$ cat src/rtl/pa_soc_timer.sv
// pa_soc_timer: memory-mapped 32-bit timer peripheral with programmable
// prescaler, compare-match up-counter, periodic/one-shot mode and a level
// interrupt. Read data is combinational for the bus matrix read mux.
module pa_soc_timer #(
    parameter int ADDR_W = 32,
    parameter int DATA_W = 32,
    parameter int PSC_W  = 16
) (
    input  logic              clk_i,
    input  logic              rst_n_i,
    input  logic [ADDR_W-1:0] addr_i,
    input  logic [DATA_W-1:0] data_i,
    input  logic              we_i,
    input  logic              rd_i,
    output logic [DATA_W-1:0] data_o,
    output logic              irq_o
);

    localparam logic [2:0] OFF_CTRL   = 3'd0;
    localparam logic [2:0] OFF_PRESC  = 3'd1;
    localparam logic [2:0] OFF_COUNT  = 3'd2;
    localparam logic [2:0] OFF_CMP    = 3'd3;
    localparam logic [2:0] OFF_STATUS = 3'd4;

    localparam logic [DATA_W-1:0] CNT_ONE = DATA_W'(1);
    localparam logic [PSC_W-1:0]  PSC_ONE = PSC_W'(1);

    // Architectural state
    logic              en;
    logic              ie;
    logic              oneshot;
    logic [PSC_W-1:0]  presc;
    logic [DATA_W-1:0] count;
    logic [DATA_W-1:0] cmp;
    logic              match;
    logic [PSC_W-1:0]  psc_cnt;

    // Decode and event strobes
    logic [2:0] sel;
    logic       wr_ctrl;
    logic       wr_presc;
    logic       wr_count;
    logic       wr_cmp;
    logic       wr_status;
    logic       tick;
    logic       hit;

    // Address bits outside the word-offset field are intentionally ignored
    logic unused_addr;
    assign unused_addr = ^{addr_i[ADDR_W-1:5], addr_i[1:0]};

    assign sel       = addr_i[4:2];
    assign wr_ctrl   = we_i && (sel == OFF_CTRL);
    assign wr_presc  = we_i && (sel == OFF_PRESC);
    assign wr_count  = we_i && (sel == OFF_COUNT);
    assign wr_cmp    = we_i && (sel == OFF_CMP);
    assign wr_status = we_i && (sel == OFF_STATUS);

    // A tick fires on the last prescaler cycle; a hit is a tick that finds COUNT at CMP
    assign tick = en && (psc_cnt == presc);
    assign hit  = tick && (count == cmp);

    // Prescaler: restarts on disable, on reconfiguration and after each tick
    always_ff @(posedge clk_i or negedge rst_n_i) begin
        if (!rst_n_i) begin
            psc_cnt <= '0;
        end else if (!en || wr_ctrl || wr_presc || tick) begin
            psc_cnt <= '0;
        end else begin
            psc_cnt <= psc_cnt + PSC_ONE;
        end
    end

    // Control register; a software write wins over the one-shot self-disable
    always_ff @(posedge clk_i or negedge rst_n_i) begin
        if (!rst_n_i) begin
            en      <= 1'b0;
            ie      <= 1'b0;
            oneshot <= 1'b0;
        end else if (wr_ctrl) begin
            en      <= data_i[0];
            ie      <= data_i[1];
            oneshot <= data_i[2];
        end else if (hit && oneshot) begin
            en      <= 1'b0;
        end
    end

    // Prescale and compare registers, plain software-written storage
    always_ff @(posedge clk_i or negedge rst_n_i) begin
        if (!rst_n_i) begin
            presc <= '0;
            cmp   <= '0;
        end else begin
            if (wr_presc) presc <= data_i[PSC_W-1:0];
            if (wr_cmp)   cmp   <= data_i;
        end
    end

    // Counter: software write wins over the tick update; wraps modulo 2^DATA_W
    always_ff @(posedge clk_i or negedge rst_n_i) begin
        if (!rst_n_i) begin
            count <= '0;
        end else if (wr_count) begin
            count <= data_i;
        end else if (hit) begin
            count <= '0;
        end else if (tick) begin
            count <= count + CNT_ONE;
        end
    end

    // Match flag: a new match in the same cycle outranks the write-1-to-clear
    always_ff @(posedge clk_i or negedge rst_n_i) begin
        if (!rst_n_i) begin
            match <= 1'b0;
        end else if (hit) begin
            match <= 1'b1;
        end else if (wr_status && data_i[0]) begin
            match <= 1'b0;
        end
    end

    // Interrupt is a pure function of registered state
    assign irq_o = match && ie;

    // Combinational read mux; zero when not reading or for unmapped offsets
    always_comb begin
        data_o = '0;
        if (rd_i) begin
            case (sel)
                OFF_CTRL:   data_o = {{(DATA_W-3){1'b0}}, oneshot, ie, en};
                OFF_PRESC:  data_o = {{(DATA_W-PSC_W){1'b0}}, presc};
                OFF_COUNT:  data_o = count;
                OFF_CMP:    data_o = cmp;
                OFF_STATUS: data_o = {{(DATA_W-1){1'b0}}, match};
                default:    data_o = '0;
            endcase
        end
    end

endmodule

$ cat config.mk
export PLATFORM = sky130hd
export DESIGN_NAME = pa_soc_timer
export DESIGN_NICKNAME = d
export VERILOG_FILES = /design/src/rtl/pa_soc_timer.sv
export SDC_FILE = /design/constraint.sdc
export NUM_CORES = 1
export LEC_CHECK = 0
export ABC_AREA = 1
export CAP_MARGIN = 25
export CORE_MARGIN = 5
export CORE_UTILIZATION = 40
export DETAILED_ROUTE_END_ITERATION = 10
export DONT_BUFFER_PORTS = 1
export GPL_ROUTABILITY_DRIVEN = 0
export SLEW_MARGIN = 20
export SYNTH_ARGS = -nofsm -noshare
export SYNTH_HDL_FRONTEND = slang
export SYNTH_SLANG_ARGS = --single-unit
export TNS_END_PERCENT = 10
$ cat constraint.sdc
create_clock -name clk_i -period 2.1 [get_ports clk_i]
set_input_delay 0.525 -clock clk_i [delete_from_list [all_inputs] [get_ports clk_i]]
set_output_delay 0.525 -clock clk_i [all_outputs]
set_load 0.02 [all_outputs]
==> flow_metrics.tcl, run 1 <==
set metrics [dict create \
    syn_nets 1322 \
    cts_tree "yes" \
    yosysTopAreaCell "dfrtp_1" \
    crit_chain "inv_2, o22ai_1, a211oi_1, nor2_1, buf_4" \
    max_stage_delay_ns 0.45 \
    ir_worst_vdd_mv 0.3739 \
    syn-cell-area_um2 7614 \
    r2r_slack_ns 0.21 \
    hold_path_class "in -> async" \
    synth_cells 1252 \
    nets 1325 \
    grt_usage_pct 20.15 \
    rows 50 \
    core_um2 18710 \
    wirelength_um 21780 \
    critical-path-top-delay-family "flip-flops" \
    critPathArrivalTime_ns 1.52 \
    fin_crit_sh_pct 97.20 \
    cts_root_buf "clkbuf_16" \
    htree_levels 3 \
    slew_violations 0 \
    whs_ns -0.1337 \
    fmax_mhz 489.9 \
    fp.dieH_um 148.0 \
    antenna_found_initial 0 \
    hpwl_um 16670 \
    power_leakage_nw 4.449 \
    synth_compound_area_share_pct 7.543 \
    hold_violations 100 \
    synthAdderAreaFrac_pct 0.3287 \
    synth_xor_area_share_pct 4.256 \
    worstSetupEndpointType "output port" \
    violations "hold timing" \
    clock_latency_ns 0.36 \
    final_cell_mix "nand2_1 (465), inv_1 (160), nor2_1 (149)" \
    stdcell_count 1493 \
    synthDistinctLibCells 37 \
    viasPerCell 4.942 \
    grt_pass1_vias 6845 \
    synth_top_family_by_area "simple AND/OR/NAND/NOR gates" \
    power_density_nw_per_um2 774.9 \
    die-area_um2 21890 \
    grt_max_degree 101 \
    fin_crit_ns 2.041 \
    cp_slowest_cell "dfrtp_1" \
    crit_fanout 3 \
    synth_edf_count 0 \
    synth.area.top_cells "dfrtp_1 (33%), nand2_1 (23%), inv_1 (8.2%)" \
    num_vias 7379 \
    rsz0062_at_grt "yes" \
    ant_nets 0 \
    mostFrequentLayoutCell "nand2_1" \
    clk_path_buf_depth 2 \
    ys_seq_elements 100 \
    critPathRequiredTime_ns 1.57 \
    tightest_slew_ns 0.5668 \
    rr_startpoint "count[0]" \
    startpoint_type "flop" \
    synth_top_area_share_pct 32.87 \
    worstRegToRegCells 11 \
    slew_headroom_pct 61.87 \
    path_clk_slew_ns 0.07 \
    skew_ns 0.01064 \
    critPathBufInv 2 \
    die_w_um 148.0 \
    grt_overflow 0 \
    area_growth_pct 9.680 \
    dr.pass1.iters 5 \
    clock_sinks 100 \
    start_util_pct 40.70 \
    seq_area_frac_synth_pct 32.87 \
    grt_pass1_wl_um 35590 \
    crit_type "reg -> out" \
    drive_gt1_share_pct 8.817 \
    finalSetupViolCount 0 \
    path_depth 5 \
    synthMuxAreaShare_pct 0 \
    syn_area_per_cell_um2 6.081 \
    antenna_cells 0 \
    maxCapViolations 0 \
    synthArstFlopShare_pct 100.0 \
    io_pins 101 \
    place_inst 1478 \
    rr_endpoint "count[26]" \
    cts_inserted_buffers 9 \
    synth_ff_type "dfrtp_1" \
    drc 0 \
    portBuffers 0 \
    ys_warn_count 0 \
    status "complete, but fails checks" \
    initialDrtViolationCount 565 \
    routedWlPerCell_um 14.59 \
    synthSimpleGateAreaFrac_pct 40.87 \
]
-- state kept, by name, summed over array words and instances (netlist names) --
register	count
psc_cnt	16
cmp	32
en	1
presc	16
count	32
ie	1
oneshot	1
match	1
-- cell usage after synthesis, types with 9 or more instances --
library cell / n
clkbuf_1: 18
nand4_1: 36
a22oi_1: 16
clkinv_1: 25
buf_2: 23
nor2_2: 11
nor2_1: 151
nor3_1: 9
dfrtp_1: 100
o22ai_1: 9
xor2_1: 27
xnor2_1: 10
inv_2: 24
nand2_1: 467
o21ai_0: 40
inv_1: 166
nand3_1: 57
a21oi_1: 21
-- where the power goes --
group          total (W)  internal, W  leakage [nW]  switching (W)
logic            0.00181     0.000697          3.03        0.00112
clock network    0.00195      0.00119         0.168       0.000767
registers        0.00270      0.00225          1.25       0.000454
-- how the worst max path moves through the flow --
stage / start / end / slack (ns)
floorplan: addr_i[3] / data_o[22] / -0.01
global placement: addr_i[3] / data_o[28] / -0.04
detailed placement: addr_i[3] / data_o[28] / -0.06
CTS: addr_i[3] / data_o[11] / 0.0004
global route: addr_i[3] / data_o[11] / -0.004
finish: en / data_o[0] / 0.06
-- layout make-up --
type                            count  area [µm²]
Clock buffer                       10       239.0
Clock inverter                      5       100.1
Fill cell                        2029       10350
Inverter                          215       807.0
Multi-Input combinational cell    886        4050
Sequential cell                   100        2502
Tap cell                          234       292.8
Timing Repair Buffer               43       359.1
-- per-layer routing --
layer	track usage (%)	routed length (µm)
met3	4.966	1532
met5	0	0
met1	29.49	10830
met4	4.480	238
met2	30.12	9179
-- what timing repair did --
| action | CTS | global route |
|---|---|---|
| cloned | 0 | 0 |
| pin swaps | 0 | 2 |
| setup endpoints to repair | 18 | 28 |
| endpoints found under the hold margin | 100 | 100 |
| resized for setup | 5 | 7 |
| setup buffers | 0 | 0 |
-- logic make-up (layout without fill, tap and decap cells) --
kind of cell / after synthesis / count (layout)
adder cells (fa/ha/maj): 2 / 2
buffers and inverters: 266 / 273
flip-flops: 100 / 100
XOR/XNOR: 37 / 37
AND/OR/NAND/NOR: 750 / 750
AO/OA/AOI/OAI: 97 / 97
-- per-stage QoR --
stage	power (W)	setup TNS [ns]	cell area [µm²]	setup slack [ns]	utilization, %
final	0.006471	0	8351	0.05879	44.64
after global routing	0.006961	-0.01042	8351	-0.003996	44.64
after CTS	0.006526	0	8339	0.0003795	44.58
after detailed placement	0.004544	-0.6934	7990	-0.05951	42.72
after global placement	0.004509	-0.2257	7990	-0.03504	42.72
after floorplan	0.004111	-0.2102	7616	-0.01437	-
(Power assumes the default switching activity.)
==> run 2: changes to the inputs <==
==> constraint.sdc (replaced) <==
create_clock -name clk_i -period 2.1 [get_ports clk_i]
set_input_delay 0.315 -clock clk_i [delete_from_list [all_inputs] [get_ports clk_i]]
set_output_delay 0.315 -clock clk_i [all_outputs]
set_load 0.02 [all_outputs]
==> run 2 against run 1 <==
  * The run still ends with hold timing left
  * Sequential cell count unchanged
  * Final cell count about the same
  * Critical path depth grew 3
  * Non-clock buffer count unchanged
  * Sequential share of layout area grew 0.24 points
  * Fmax rose by 6.0%
  * Final area decreased by 0.78%
  * Clock power decreased by 13%
  * Total power decreased by 4.2%
  * Combinational power is essentially flat
  * Highest routed layer unchanged
  * Largest power group unchanged
  * Via count is essentially flat
==> flow_metrics.tcl, run 2 (synthesized netlist as in run 1, its figures left out) <==
set metrics [dict create \
    portBuffers 0 \
    crit_chain "inv_1, nor2_1, nand2_1, inv_1, buf_4, a22oi_1, nor2_1, buf_4" \
    ir_worst_vdd_mv 0.3855 \
    slew_violations 0 \
    final_cell_mix "nand2_1 (466), inv_1 (166), nor2_1 (151)" \
    initialDrtViolationCount 567 \
    fp.dieH_um 148.0 \
    nets 1325 \
    status "complete, but fails checks" \
    die_w_um 148.0 \
    finalWorstSetupSlack_ns 0.1738 \
    largestRegisters "cmp: 32 flops, count: 32 flops" \
    critical-path-top-delay-family "buffers and inverters" \
    grt_overflow 0 \
    io_pins 101 \
    antenna_cells 0 \
    tightest_slew_ns 0.6182 \
    skew_ns 0.005450 \
    critPathBufInv 4 \
    whs_ns -0.3418 \
    cts_resized 0 \
    htree_levels 3 \
    mostFrequentLayoutCell "nand2_1" \
    hold_path_class "in -> async" \
    cp_slowest_cell "inv_1" \
    drc 0 \
    dr.pass1.iters 5 \
    ant_nets 0 \
    worstSetupEndpointType "output port" \
    power_leakage_nw 4.435 \
    maxCapViolations 0 \
    drive_gt1_share_pct 8.016 \
    rows 50 \
    wirelength_um 21870 \
    start_util_pct 40.70 \
    viasPerCell 4.938 \
    cts_root_buf "clkbuf_16" \
    clock_latency_ns 0.35 \
    cts_tree "yes" \
    multi_input_area_um2 4038 \
    finalSetupViolCount 0 \
    critPathArrivalTime_ns 1.61 \
    routedWlPerCell_um 14.64 \
    grt_usage_pct 20.21 \
    startpoint_type "input pin" \
    slew_headroom_pct 58.67 \
    grt_pass1_vias 6822 \
    power_w 0.006202 \
    critPathRequiredTime_ns 1.78 \
    seqCellArea_um2 2502 \
    pre_cts_slack_ns 0.1577 \
    fillers 2104 \
    antenna_found_initial 0 \
    core_um2 18710 \
    clk_path_buf_depth 2 \
    fmax_mhz 519.1 \
    fin_setup_tns_ns 0 \
    crit_fanout 10 \
    fin_crit_sh_pct 91.73 \
    rsz0062_at_grt "no" \
    path_clk_slew_ns 0.07 \
    hpwl_um 16590 \
    clock_sinks 100 \
    cts_inserted_buffers 9 \
    area_growth_pct 8.825 \
    grt_max_degree 101 \
    die-area_um2 21890 \
    max_stage_delay_ns 0.39 \
    power_density_nw_per_um2 748.5 \
    num_vias 7378 \
    hold_violations 100 \
    crit_type "in -> out" \
    grt_pass1_wl_um 35700 \
    fin_crit_ns 1.926 \
    violations "hold timing" \
]
## run 2: cell types whose count changed in the layout (fill, tap and decap cells not counted), moves of 2 or more
cell       previous run  this run
inv_1               160       166
nor2_1              149       151
inv_2                30        24
clkbuf_1              0         2
bufinv_16             3         1
## run 2: metal layers
layer | track usage, % | part of all wire [%]
met1 | 29.98 | 51
met2 | 30.35 | 42
met3 | 3.863 | 5.9
met4 | 4.896 | 1.2
met5 | 0 | 0
## run 2: timing repair
item                       CTS  global route
hold endpoints to repair   100           100
setup buffers                0             1
setup endpoints to repair    0            17
## run 2: worst register-to-register path, stage by stage (launching register included)
cell and delay (ns):
dfrtp_1 0.48, ha_1 0.24, nand3_1 0.18, inv_2 0.13
nand3b_1 0.23, inv_1 0.16, nand2_1 0.06, nand2_1 0.06
nand2_1 0.05, inv_1 0.05, nand4_1 0.12, nand2_1 0.10
## run 2: report_power, final
part           internal (W)  leakage (nW)  switching, W  total [W]
Clock              0.000921         0.139      0.000765    0.00169
Combinational      0.000697          3.05       0.00112    0.00182
Sequential          0.00225          1.25      0.000445    0.00269
## run 2: path summary, 6_finish.rpt
check	startpoint	end	cells after the start	slack, ns
max reg2reg	count[0]	count[26]	11	0.20
max in group asynchronous	rst_n_i	cmp[2]	0	2.21
min	rst_n_i	oneshot	0	-0.34
max	addr_i[3]	data_o[28]	8	0.17
min reg2reg	cmp[5]	cmp[5]	2	0.51
min in group clk_i	data_i[0]	en	2	0.08
## run 2: final cells by class
type / instances / share of cell area (%)
Clock buffer: 11 / 2.809
Clock inverter: 5 / 0.6342
Inverter: 215 / 9.740
Multi-Input combinational cell: 886 / 48.73
Sequential cell: 100 / 30.20
Tap cell: 234 / 3.534
Timing Repair Buffer: 43 / 4.349
## run 2: per-stage QoR
| step | cell area [µm²] | utilization (%) | instances |
|---|---|---|---|
| global placement | 7973 | 42.62 | 1476 |
| global route | 8285 | 44.29 | 1494 |
| finish | 8285 | 44.29 | 1494 |
| detailed placement | 7973 | 42.62 | 1476 |
| floorplan | 7614 | - | 1252 |
| CTS | 8258 | 44.15 | 1492 |
==> run 3: changes to the inputs <==
CELL_PAD_IN_SITES_DETAIL_PLACEMENT = 1   (was not set)
CELL_PAD_IN_SITES_GLOBAL_PLACEMENT = 2   (was not set)
CORE_UTILIZATION = 34   (was 40)
PLACE_DENSITY_LB_ADDON = 0.1   (was not set)
SLEW_MARGIN = not set   (was 20)
==> run 3 against run 2 <==
  * The run still ends with hold timing left
  * Critical path depth is 3 lower
  * Final cell count is 3.4% higher
  * Fmax is 1.8% higher
  * Via count is 2.0% higher
  * Clock skew is 0.0051 ns higher
  * Hold slack worse by 0.0089 ns
  * Clock power is 6% higher
  * Die area is 16% higher
  * Total power is 3.0% higher
  * Sequential power hardly changed
  * Core utilization is 6.0 points lower
  * Highest routed layer unchanged
==> flow_metrics.tcl, run 3 (synthesized netlist as in run 1, its figures left out) <==
set metrics [dict create \
    crit_fanout 3 \
    violations "hold timing" \
    tightest_slew_ns 0.6890 \
    mostFrequentLayoutCell "nand2_1" \
    worstSetupEndpointType "output port" \
    rsz0062_at_grt "no" \
    max_stage_delay_ns 0.45 \
    cp_slowest_cell "dfrtp_1" \
    clock_latency_ns 0.35 \
    seqCellArea_um2 2504 \
    rr_startpoint "count[1]" \
    fin_setup_tns_ns 0 \
    area_growth_pct 10.35 \
    fillers 2952 \
    fp.dieH_um 159.6 \
    hold_path_class "in -> async" \
    multi_input_area_um2 4048 \
    critPathArrivalTime_ns 1.58 \
    ant_nets 0 \
    finalSetupViolCount 0 \
    path_clk_slew_ns 0.07 \
    critical-path-top-delay-family "flip-flops" \
    hpwl_um 20200 \
    hold_violations 100 \
    rows 54 \
    clk_path_buf_depth 2 \
    start_util_pct 34.67 \
    power_density_nw_per_um2 760.5 \
    grt_pass1_vias 7589 \
    grt_usage_pct 20.43 \
    whs_ns -0.3507 \
    cts_inserted_buffers 9 \
    crit_type "reg -> out" \
    skew_ns 0.01059 \
    cp-startpoint "en" \
    io_pins 101 \
    critPathRequiredTime_ns 1.78 \
    slew_headroom_pct 53.64 \
    critPathBufInv 2 \
    slew_violations 0 \
    grt_overflow 0 \
    maxCapViolations 0 \
    ir_worst_vdd_mv 0.3108 \
    power_leakage_nw 4.469 \
    cts_tree "yes" \
    core_um2 21960 \
    viasPerCell 4.871 \
    htree_levels 3 \
    antenna_cells 0 \
    fmax_mhz 528.7 \
    startpoint_type "flop" \
    drc 0 \
    clock_sinks 100 \
    status "complete, but fails checks" \
    worstRegToRegCells 8 \
    crit_chain "inv_2, o22ai_1, a211oi_1, nor2_1, buf_4" \
    wirelength_um 25920 \
    die_w_um 159.6 \
    fin_crit_ns 1.892 \
    cts_root_buf "clkbuf_16" \
    num_vias 7525 \
    antenna_found_initial 0 \
    nets 1331 \
    largestRegisters "cmp: 32 flops, count: 32 flops" \
    grt_max_degree 101 \
    die-area_um2 25480 \
    routedWlPerCell_um 16.78 \
    portBuffers 0 \
    path_depth 5 \
    final_cell_mix "nand2_1 (466), inv_1 (166), nor2_1 (151)" \
    grt_pass1_wl_um 41920 \
    initialDrtViolationCount 471 \
    drive_gt1_share_pct 8.696 \
    fin_crit_sh_pct 90.08 \
    dr.pass1.iters 5 \
]
-- run 3: changes by cell type in the layout (fill, tap and decap cells not counted), moves of 2 or more --
cell	change
clkinv_4	+2
buf_4	+7
clkinv_2	-2
clkbuf_1	-2
-- run 3: final timing paths --
kind | to | slack, ns
setup / recovery | data_o[0] | 0.21
hold / removal | psc_cnt[0] | -0.35
setup reg to reg | count[18] | 0.24
hold reg to reg | cmp[1] | 0.52
max in group asynchronous | count[16] | 2.30
min in group clk_i | en | 0.08
-- run 3: per-stage QoR --
step / setup WS [ns] / std cells / power, W / cell area, µm² / util [%]
final: 0.2084 / 1545 / 0.006390 / 8402 / 38.26
after global routing: 0.02885 / 1545 / 0.006911 / 8402 / 38.26
after CTS: 0.1609 / 1545 / 0.006500 / 8391 / 38.21
after detailed placement: 0.1131 / 1530 / 0.004659 / 8090 / 36.84
after global placement: 0.1310 / 1530 / 0.004596 / 8090 / 36.84
after floorplan: 0.4056 / 1252 / 0.004110 / 7614 / -
-- run 3: final cells by class --
class / count / area share, %
multi-input combinational: 886 / 48.18
tap: 280 / 4.170
clock buffer: 10 / 2.844
inverter: 215 / 9.605
sequential: 100 / 29.80
clock inverter: 5 / 0.7297
timing repair buffer: 49 / 4.676
-- run 3: timing repair --
item | in CTS | in global routing
setup buffers | 0 | 0
endpoints found under the hold margin | 100 | 100
setup endpoints to repair | 0 | 4
resized for setup | 0 | 3
-- run 3: worst reg2reg max path, stage by stage, from the launching register on --
cell      delay, ns
dfrtp_1        0.46
ha_1           0.22
nand3_1        0.17
inv_2          0.14
nand3b_1       0.23
nor2_1         0.22
xor2_1         0.16
nand4_1        0.11
nand2_1        0.07
-- run 3: power by group --
group	switching, W	internal, W	leakage, nW
logic	0.00118	0.000707	3.07
registers	0.000464	0.00225	1.25
clock network	0.000827	0.000960	0.149
-- run 3: per-layer routing --
layer	part of all wire (%)	track usage, %	up-vias
met5	0	0	-
met1	52	30.75	3558
met2	43	30.90	108
met3	4.0	3.711	14
li1	-	-	3845
met4	0.99	3.590	0
